[config.mk]
export PLATFORM = sky130hd
export DESIGN_NAME = logic_result_stage
export DESIGN_NICKNAME = d
export VERILOG_FILES = /design/src/rtl/alu_pkg.sv /design/src/rtl/logic_result_fifo.sv /design/src/rtl/logic_result_stage.sv
export SDC_FILE = /design/constraint.sdc
export NUM_CORES = 1
export LEC_CHECK = 0
export BUFFER_PORTS_ARGS = -buffer_cell sky130_fd_sc_hd__clkbuf_2
export CAP_MARGIN = 20
export CELL_PAD_IN_SITES_DETAIL_PLACEMENT = 0
export CELL_PAD_IN_SITES_GLOBAL_PLACEMENT = 1
export CORE_MARGIN = 10
export CORE_UTILIZATION = 38
export DETAILED_ROUTE_END_ITERATION = 16
export PLACE_DENSITY_LB_ADDON = 0.2
export RECOVER_POWER = 50
export SYNTH_ARGS = -nofsm -noshare
export SYNTH_HDL_FRONTEND = slang
export SYNTH_SLANG_ARGS = --single-unit
[constraint.sdc]
create_clock -name clk -period 1.4 [get_ports clk]
set_clock_uncertainty 0.05 [all_clocks]
set_input_delay 0.28 -clock clk [delete_from_list [all_inputs] [get_ports clk]]
set_output_delay 0.28 -clock clk [all_outputs]
set_load 0.02 [all_outputs]
[src/rtl/alu_pkg.sv]
// Shared ALU definitions: operand width, logic opcodes and the bitwise evaluation function.
// Imported by the logic result stage and its output FIFO.
package alu_pkg;

    localparam int ALU_WIDTH = 8;

    localparam logic [2:0] OP_AND  = 3'd0;
    localparam logic [2:0] OP_OR   = 3'd1;
    localparam logic [2:0] OP_NAND = 3'd2;
    localparam logic [2:0] OP_NOR  = 3'd3;
    localparam logic [2:0] OP_XOR  = 3'd4;
    localparam logic [2:0] OP_XNOR = 3'd5;
    localparam logic [2:0] OP_NOT  = 3'd6;
    localparam logic [2:0] OP_PASS = 3'd7;

    // Every 3-bit code is meaningful; NOT and PASS use operand A only.
    function automatic logic [ALU_WIDTH-1:0] logic_eval(
        input logic [ALU_WIDTH-1:0] a,
        input logic [ALU_WIDTH-1:0] b,
        input logic [2:0]           op
    );
        logic [ALU_WIDTH-1:0] r;
        case (op)
            OP_AND:  r = a & b;
            OP_OR:   r = a | b;
            OP_NAND: r = ~(a & b);
            OP_NOR:  r = ~(a | b);
            OP_XOR:  r = a ^ b;
            OP_XNOR: r = ~(a ^ b);
            OP_NOT:  r = ~a;
            default: r = a;
        endcase
        return r;
    endfunction

endpackage

[src/rtl/logic_result_fifo.sv]
// Two-entry output FIFO holding a result word plus its flags.
// Handshakes are evaluated here; in_ready depends only on the stored count.
module logic_result_fifo
    import alu_pkg::*;
#(
    parameter int W     = ALU_WIDTH + 3,
    parameter int DEPTH = 2
) (
    input  logic         clk,
    input  logic         rst,
    input  logic         i_in_valid,
    input  logic [W-1:0] i_data,
    output logic         o_in_ready,
    output logic         o_out_valid,
    input  logic         i_out_ready,
    output logic [W-1:0] o_data
);

    localparam logic [1:0] FULL_COUNT = 2'(DEPTH);

    logic         w_push;
    logic         w_pop;
    logic [1:0]   r_count;
    logic         r_wr_ptr;
    logic         r_rd_ptr;
    logic [W-1:0] r_mem [2];

    assign o_in_ready  = (r_count < FULL_COUNT);
    assign o_out_valid = (r_count != 2'd0);
    assign w_push      = i_in_valid & o_in_ready;
    assign w_pop       = o_out_valid & i_out_ready;
    assign o_data      = r_mem[r_rd_ptr];

    // Entries reset to zero so the head reads 0 straight out of reset.
    generate
        for (genvar gi = 0; gi < 2; gi++) begin : g_entry
            always_ff @(posedge clk or posedge rst) begin
                if (rst) begin
                    r_mem[gi] <= '0;
                end else if (w_push && (r_wr_ptr == 1'(gi))) begin
                    r_mem[gi] <= i_data;
                end
            end
        end
    endgenerate

    always_ff @(posedge clk or posedge rst) begin
        if (rst) begin
            r_count  <= 2'd0;
            r_wr_ptr <= 1'b0;
            r_rd_ptr <= 1'b0;
        end else begin
            if (w_push) r_wr_ptr <= ~r_wr_ptr;
            if (w_pop)  r_rd_ptr <= ~r_rd_ptr;
            if (w_push && !w_pop)      r_count <= r_count + 2'd1;
            else if (w_pop && !w_push) r_count <= r_count - 2'd1;
        end
    end

endmodule

[src/rtl/logic_result_stage.sv]
// Registered output stage for the 8-bit ALU logic path: opcode mux, flag generation,
// transaction counter and a 2-entry result buffer feeding the write-back bus.
module logic_result_stage
    import alu_pkg::*;
#(
    parameter int WIDTH = ALU_WIDTH,
    parameter int DEPTH = 2
) (
    input  logic             clk,
    input  logic             rst,
    input  logic             in_valid,
    output logic             in_ready,
    input  logic [WIDTH-1:0] A,
    input  logic [WIDTH-1:0] B,
    input  logic [2:0]       op,
    output logic             out_valid,
    input  logic             out_ready,
    output logic [WIDTH-1:0] Y,
    output logic             Z,
    output logic             P,
    output logic             N,
    output logic [15:0]      op_count
);

    logic [WIDTH-1:0] w_result;
    logic [WIDTH+2:0] w_wr_data;
    logic [WIDTH+2:0] w_head;
    logic             w_push;
    logic [15:0]      r_op_count;

    assign w_result  = logic_eval(A, B, op);
    // P is set when the result holds an even number of ones.
    assign w_wr_data = {w_result, (w_result == '0), ~^w_result, w_result[WIDTH-1]};
    assign w_push    = in_valid & in_ready;

    logic_result_fifo #(
        .W     (WIDTH + 3),
        .DEPTH (DEPTH)
    ) u_fifo (
        .clk         (clk),
        .rst         (rst),
        .i_in_valid  (in_valid),
        .i_data      (w_wr_data),
        .o_in_ready  (in_ready),
        .o_out_valid (out_valid),
        .i_out_ready (out_ready),
        .o_data      (w_head)
    );

    assign Y = w_head[WIDTH+2:3];
    assign Z = w_head[2];
    assign P = w_head[1];
    assign N = w_head[0];

    always_ff @(posedge clk or posedge rst) begin
        if (rst) begin
            r_op_count <= 16'd0;
        end else if (w_push) begin
            r_op_count <= r_op_count + 16'd1;
        end
    end

    assign op_count = r_op_count;

endmodule

Word-level counts from Yosys, hierarchy flattened
Index checks and enable logic that the tools add are counted.

storage, ports and cells
  bits in registers = 42
  bits of input ports = 23
  output and inout bits = 29
  logic and storage cells = 46

cells by class
  add/sub/neg operators = 3
  magnitude comparators = 2
  eq/ne operators = 6
  multiplexer cells = 6
  bitwise operators = 12
  reduce and logical (&&, ||, !) cells = 11

operators by type and width
  cell                                                                 count
  8-bit one-hot mux with 7 select lines                                1
  11-bit 2-to-1 mux                                                    3
  8-bit inverter                                                       4
  16-bit by 1-bit adder with 16-bit output (second input constant)     1
  3-bit == test (second input constant)                                3
  8-bit bitwise AND                                                    1
  8-bit zero test                                                      1
  8-bit OR                                                             1
  8-bit XNOR reduction                                                 1
  8-bit XOR                                                            1
  3-bit by 2-bit == test with 1-bit output (second input constant)     2
  1-bit logical AND                                                    4
  2-bit 2-to-1 mux                                                     2
  2-bit nonzero test                                                   2
  3-bit by 1-bit == test with 1-bit output (second input constant)     1
  3-bit zero test                                                      1
  2-bit by 1-bit adder with 2-bit output (second input constant)       1
  1-bit bitwise AND                                                    2
  2-bit >= comparator (second input constant)                          1
  1-bit zero test                                                      2
  2-bit less-than comparator (second input constant)                   1
  1-bit inverter                                                       2
  1-bit inverter with 2-bit output                                     1
  2-bit by 1-bit subtractor with 2-bit output (second input constant)  1

Logic depth before layout (Yosys ltp)
  depth after elaboration = 6
  depth in mapped cells = 9
  gate-level depth less buffers = 9

By module
Synthesis repeated with hierarchy kept, for this count alone.

unflattened totals
  cells, all modules = 262
  area total of the unflattened synthesis = 2,844.0 sq um

by module, submodules not included
  module              instances  cells an instance  area each (sq um)  sequential area each (sq um)
  logic_result_stage  1          186                1,645.3            400.4
  logic_result_fifo   1          76                 1,198.6            650.6

Least setup slack after synthesis
OpenSTA, ideal clock, no wires.

  path kind = in2reg
  start = input port A[7]
  end = register u_fifo.r_mem[1] (netlist name)
  library setup time = 0.134 ns
  arrival time = 1.672 ns
  required time = 1.216 ns
  setup slack = -0.456 ns
  stages on the path = 9
  path buffers = 0
  cells stage by stage = inv_1 -> ha_1 -> nor2b_1 -> nor3_1 -> nand3b_1 -> ha_1 -> xor2_1 -> xnor2_1 -> o21ai_0

between the ends
  word-level cells in the longest chain between the ends = 4
  elaborated cells between the ends (all ways) = 9
  classes of those cells = 1 x mux; 7 x bitwise; 1 x reduce/logical

ends and longest elaborated chain
  what                                      RTL line                                     source
  start: declaration                        logic_result_stage.sv:13                     input logic [WIDTH-1:0] A,
  8-bit XOR, or another cell as far along   alu_pkg.sv:28, alu_pkg.sv:29
  8-bit inverter, on equally long branches  alu_pkg.sv:29, alu_pkg.sv:26, alu_pkg.sv:27
  8-bit one-hot mux with 7 select lines *   alu_pkg.sv:23                                case (op)
  8-bit XNOR reduction *                    logic_result_stage.sv:33                     assign w_wr_data = {w_result, (w_result == '0), ~^w_result, w_result[WIDTH-1]};
  end signal: indexed assignment            logic_result_fifo.sv:41                      r_mem[gi] <= i_data;
  end: declaration                          logic_result_fifo.sv:26                      logic [W-1:0] r_mem [2];

Mark *: on every way between the ends. The rest lies on a longest branch, timed or not.
A chain may end at the register's enable or synchronous reset.

Worst setup path in the final report
  start = input port A[7]
  end = register u_fifo.r_mem[12] (netlist name)

Same word-level chain as after synthesis.

==> results.py <==
metrics = {
    "worst_setup_path": {
        "cp.required_ps": 1520,
        "crit_arrival_ps": 1830,
        "ff2ff_setup_slack_ps": -130,
        "cp-start-kind": "primary input",
        "cp-startpoint": "A[7]",
        "r2r-end": "u_fifo.r_mem[14]$_DFFE_PP0P_",
        "cp_max_fo": 3,
        "endpoint_kind": "register",
        "rr_startpoint": "u_fifo.r_count[1]$_DFFE_PP0P_",
        "worstSetupEndpoint": "u_fifo.r_mem[12]$_DFFE_PP0P_",
        "crit_type": "in -> reg",
        "ff2ff_path_depth": 6,
    },
    "synthesis": {
        "synth-seq-cells": 40,
        "synth_edf_count": 0,
        "syn_nets": 310,
        "synth_area_sq_um": 2570,
        "synth_cells": 265,
        "yosysWarnings": 0,
        "async_flop_share_pct": 100,
        "syn_avg_cell_area_sq_um": 9.71,
        "synthDistinctLibCells": 33,
        "synthFlopType": "dfrtp_1",
        "ys_seq_area_share_pct": 38.9,
    },
    "timing": {
        "max_slew_margin_pct": 74.5,
        "fin_crit_ps": 1710,
        "rsz0062_at_grt": "yes",
        "fin_crit_sh_pct": 122,
        "hold_viol": 0,
        "finalWorstSetupSlack_ps": -309,
        "drv_slew": 0,
        "setup_viol": 38,
        "clock.fmax_mhz": 585,
        "worst-slew-pin-transition_ps": 382,
    },
    "global_routing": {
        "antenna_found_initial": 0,
        "grt_usage_pct": 10.6,
        "grt_max_degree": 32,
        "grt_pass1_vias": 2021,
        "grt_overflow": 0,
        "grt_pass1_wl_mm": 9.15,
    },
    "run_status": {
        "violations": "negative setup slack",
        "outcome": "complete, but fails checks",
    },
    "cells_and_area": {
        "final_area_sq_um": 3940,
        "diodes": 0,
        "drive_gt1_share_pct": 50.1,
        "layout.nets": 402,
        "area_delta_synth_final_pct": 53.1,
    },
    "route": {
        "firstDrtPassIters": 4,
        "routed_wl_mm": 6.03,
        "viasPerCell": 4.92,
        "num_vias": 2137,
        "avgRoutedWirePerCell_um": 13.9,
        "drtAntennaViolNets": 0,
        "drt_iter0_drc": 76,
        "drc": 0,
    },
    "hold_path": {
        "hold_class": "in -> reg",
        "min_from": "out_ready",
    },
    "die": {
        "die_width_um": 102,
        "ios": 52,
        "die_y_um": 102,
        "start_util_pct": 39.8,
        "dieArea_sq_um": 10500,
        "core_sq_um": 6460,
        "rows": 29,
    },
    "placement": {
        "gp_congestion": 0.798,
        "port_buffers": 51,
        "dpl_cell_area_sq_um": 3220,
        "post-place-ws_ps": -789,
        "hpwl_mm": 4.23,
    },
    "power": {
        "p_leak_nw": 1.86,
        "power_density_nw_per_um2": 1520,
        "power_frac_seq_pct": 30.0,
        "power_switching_mw": 2.18,
        "p_sw_share_pct": 36.5,
        "combPwrFrac_pct": 58.4,
        "clkPwrFrac_pct": 11.6,
        "vdd_drop_max_mv": 0.588,
        "p_int_mw": 3.80,
    },
    "clock_tree": {
        "clk_latency_ps": 280,
        "tritoncts": "done",
        "clock-sinks": 40,
        "h-tree-depth": 2,
        "clockRootBuffer": "clkbuf_8",
        "clock_path_buffers": 2,
        "clk_pin_slew_ps": 70,
        "numCtsBuffers": 5,
    },
    "job": {
        "cap_violations": 0,
    },
}
==> power by group through the flow <==
stage	Clock, mW	Combinational, mW	Sequential, mW
global placement	0	2.58	1.78
floorplan	0	1.59	1.89
CTS	0.726	3.19	1.79
detailed placement	0	2.60	1.79
global route	0.771	3.78	1.84
finish	0.696	3.49	1.79
==> through the flow <==
stage / util (%) / hold slack (ps) / total power, mW / TNS, ps / instances
2_1_floorplan: - / 378 / 3.48 / -960 / 265
3_3_place_gp: 49.8 / 230 / 4.35 / -5880 / 414
3_5_place_dp: 49.8 / 239 / 4.39 / -6660 / 414
4_1_cts: 55.0 / 189 / 5.70 / -3320 / 427
5_1_grt: 61.0 / 318 / 6.39 / -9110 / 434
6_report: 61.0 / 307 / 5.98 / -5290 / 434
==> how the worst min path moves through the flow <==
stage,cells after the start,endpoint
final,4,u_fifo.r_rd_ptr$_DFFE_PP0P_
after global routing,4,u_fifo.r_rd_ptr$_DFFE_PP0P_
after CTS,3,u_fifo.r_rd_ptr$_DFFE_PP0P_
after detailed placement,2,op_count[4]$_DFFE_PP0P_
after global placement,2,op_count[4]$_DFFE_PP0P_
after floorplan,2,u_fifo.r_rd_ptr$_DFFE_PP0P_
==> cell usage in the layout (no fill, tap or decap), types with 5 or more instances in the layout <==
cell type and count:
a21oi_1 5, a22oi_1 6, buf_4 35, buf_6 10
buf_8 16, clkbuf_2 31, clkbuf_8 6, dfrtp_1 37
ha_1 9, ha_4 10, inv_1 7, inv_2 7
mux2_4 10, nand2_1 31, nand3b_1 7, nand4_1 7
o21ai_1 20, xnor2_1 20, xnor2_2 6, xor2_1 12
==> worst max-delay path: stages <==
cell and delay [ps]:
buf_8 90, inv_4 30, ha_4 240, nor2b_4 150, nor3_2 50, nand3b_1 180, ha_1 350, xor2_2 200
xnor2_2 170, o21ai_1 80
==> per-layer routing <==
layer	GRT usage, %	share of wire [%]	wire [um]	vias up
met4	4.12	1.9	112	0
li1	-	-	-	1082
met3	3.10	5.2	315	8
met5	0	0	0	-
met1	12.4	42	2530	1002
met2	18.0	51	3070	45
==> flip-flops by register name (all words and copies together), names as in the netlist <==
signal           cells
op_count            16
u_fifo.r_rd_ptr      1
u_fifo.r_mem        20
u_fifo.r_count       2
u_fifo.r_wr_ptr      1
==> layout make-up <==
type | instances | area, sq um
timing repair buffer | 99 | 912
inverter | 18 | 77.6
sequential | 40 | 1000
tap | 77 | 96.3
multi-input combinational | 193 | 1770
clock inverter | 1 | 5.00
fill | 556 | 2520
clock buffer | 6 | 72.6
==> kinds of logic (layout without fill, tap and decap cells) <==
logic type	after synthesis	count (layout)	synth area share, %
buffers and inverters	32	124	6.37
and+or+nand+nor	79	79	15.7
muxes	11	11	4.81
adders and majority gates	22	22	10.7
xor gates and xnor gates	39	39	13.3
AOI/OAI and AO/OA	42	42	10.3
DFF	40	40	38.9
==> synthesized netlist by cell type (all sizes together) (7+ instances only) <==
cell    number  area share (%)
ha          22              11
nor2        10             1.5
buf          7             2.6
nand2       32             4.7
o21ai       22             4.3
xor2        13             4.4
xnor2       26             8.8
dfrtp       40              39
mux2        11             4.8
clkbuf       7             1.1
nand3b       8             2.5
a22oi        8             2.7
inv         18             2.6
nand4        7             1.7
==> timing repair <==
item / 4_1_cts / 5_1_grt
endpoints found under the hold margin: 9 / 0
setup buffers: 5 / 5
pin swaps: 6 / 34
gates resized for setup: 52 / 89
endpoints found under the setup margin: 24 / 41
hold buffers: 1 / 0
cloned: 0 / 2
Power figures use the tool's default switching activity.
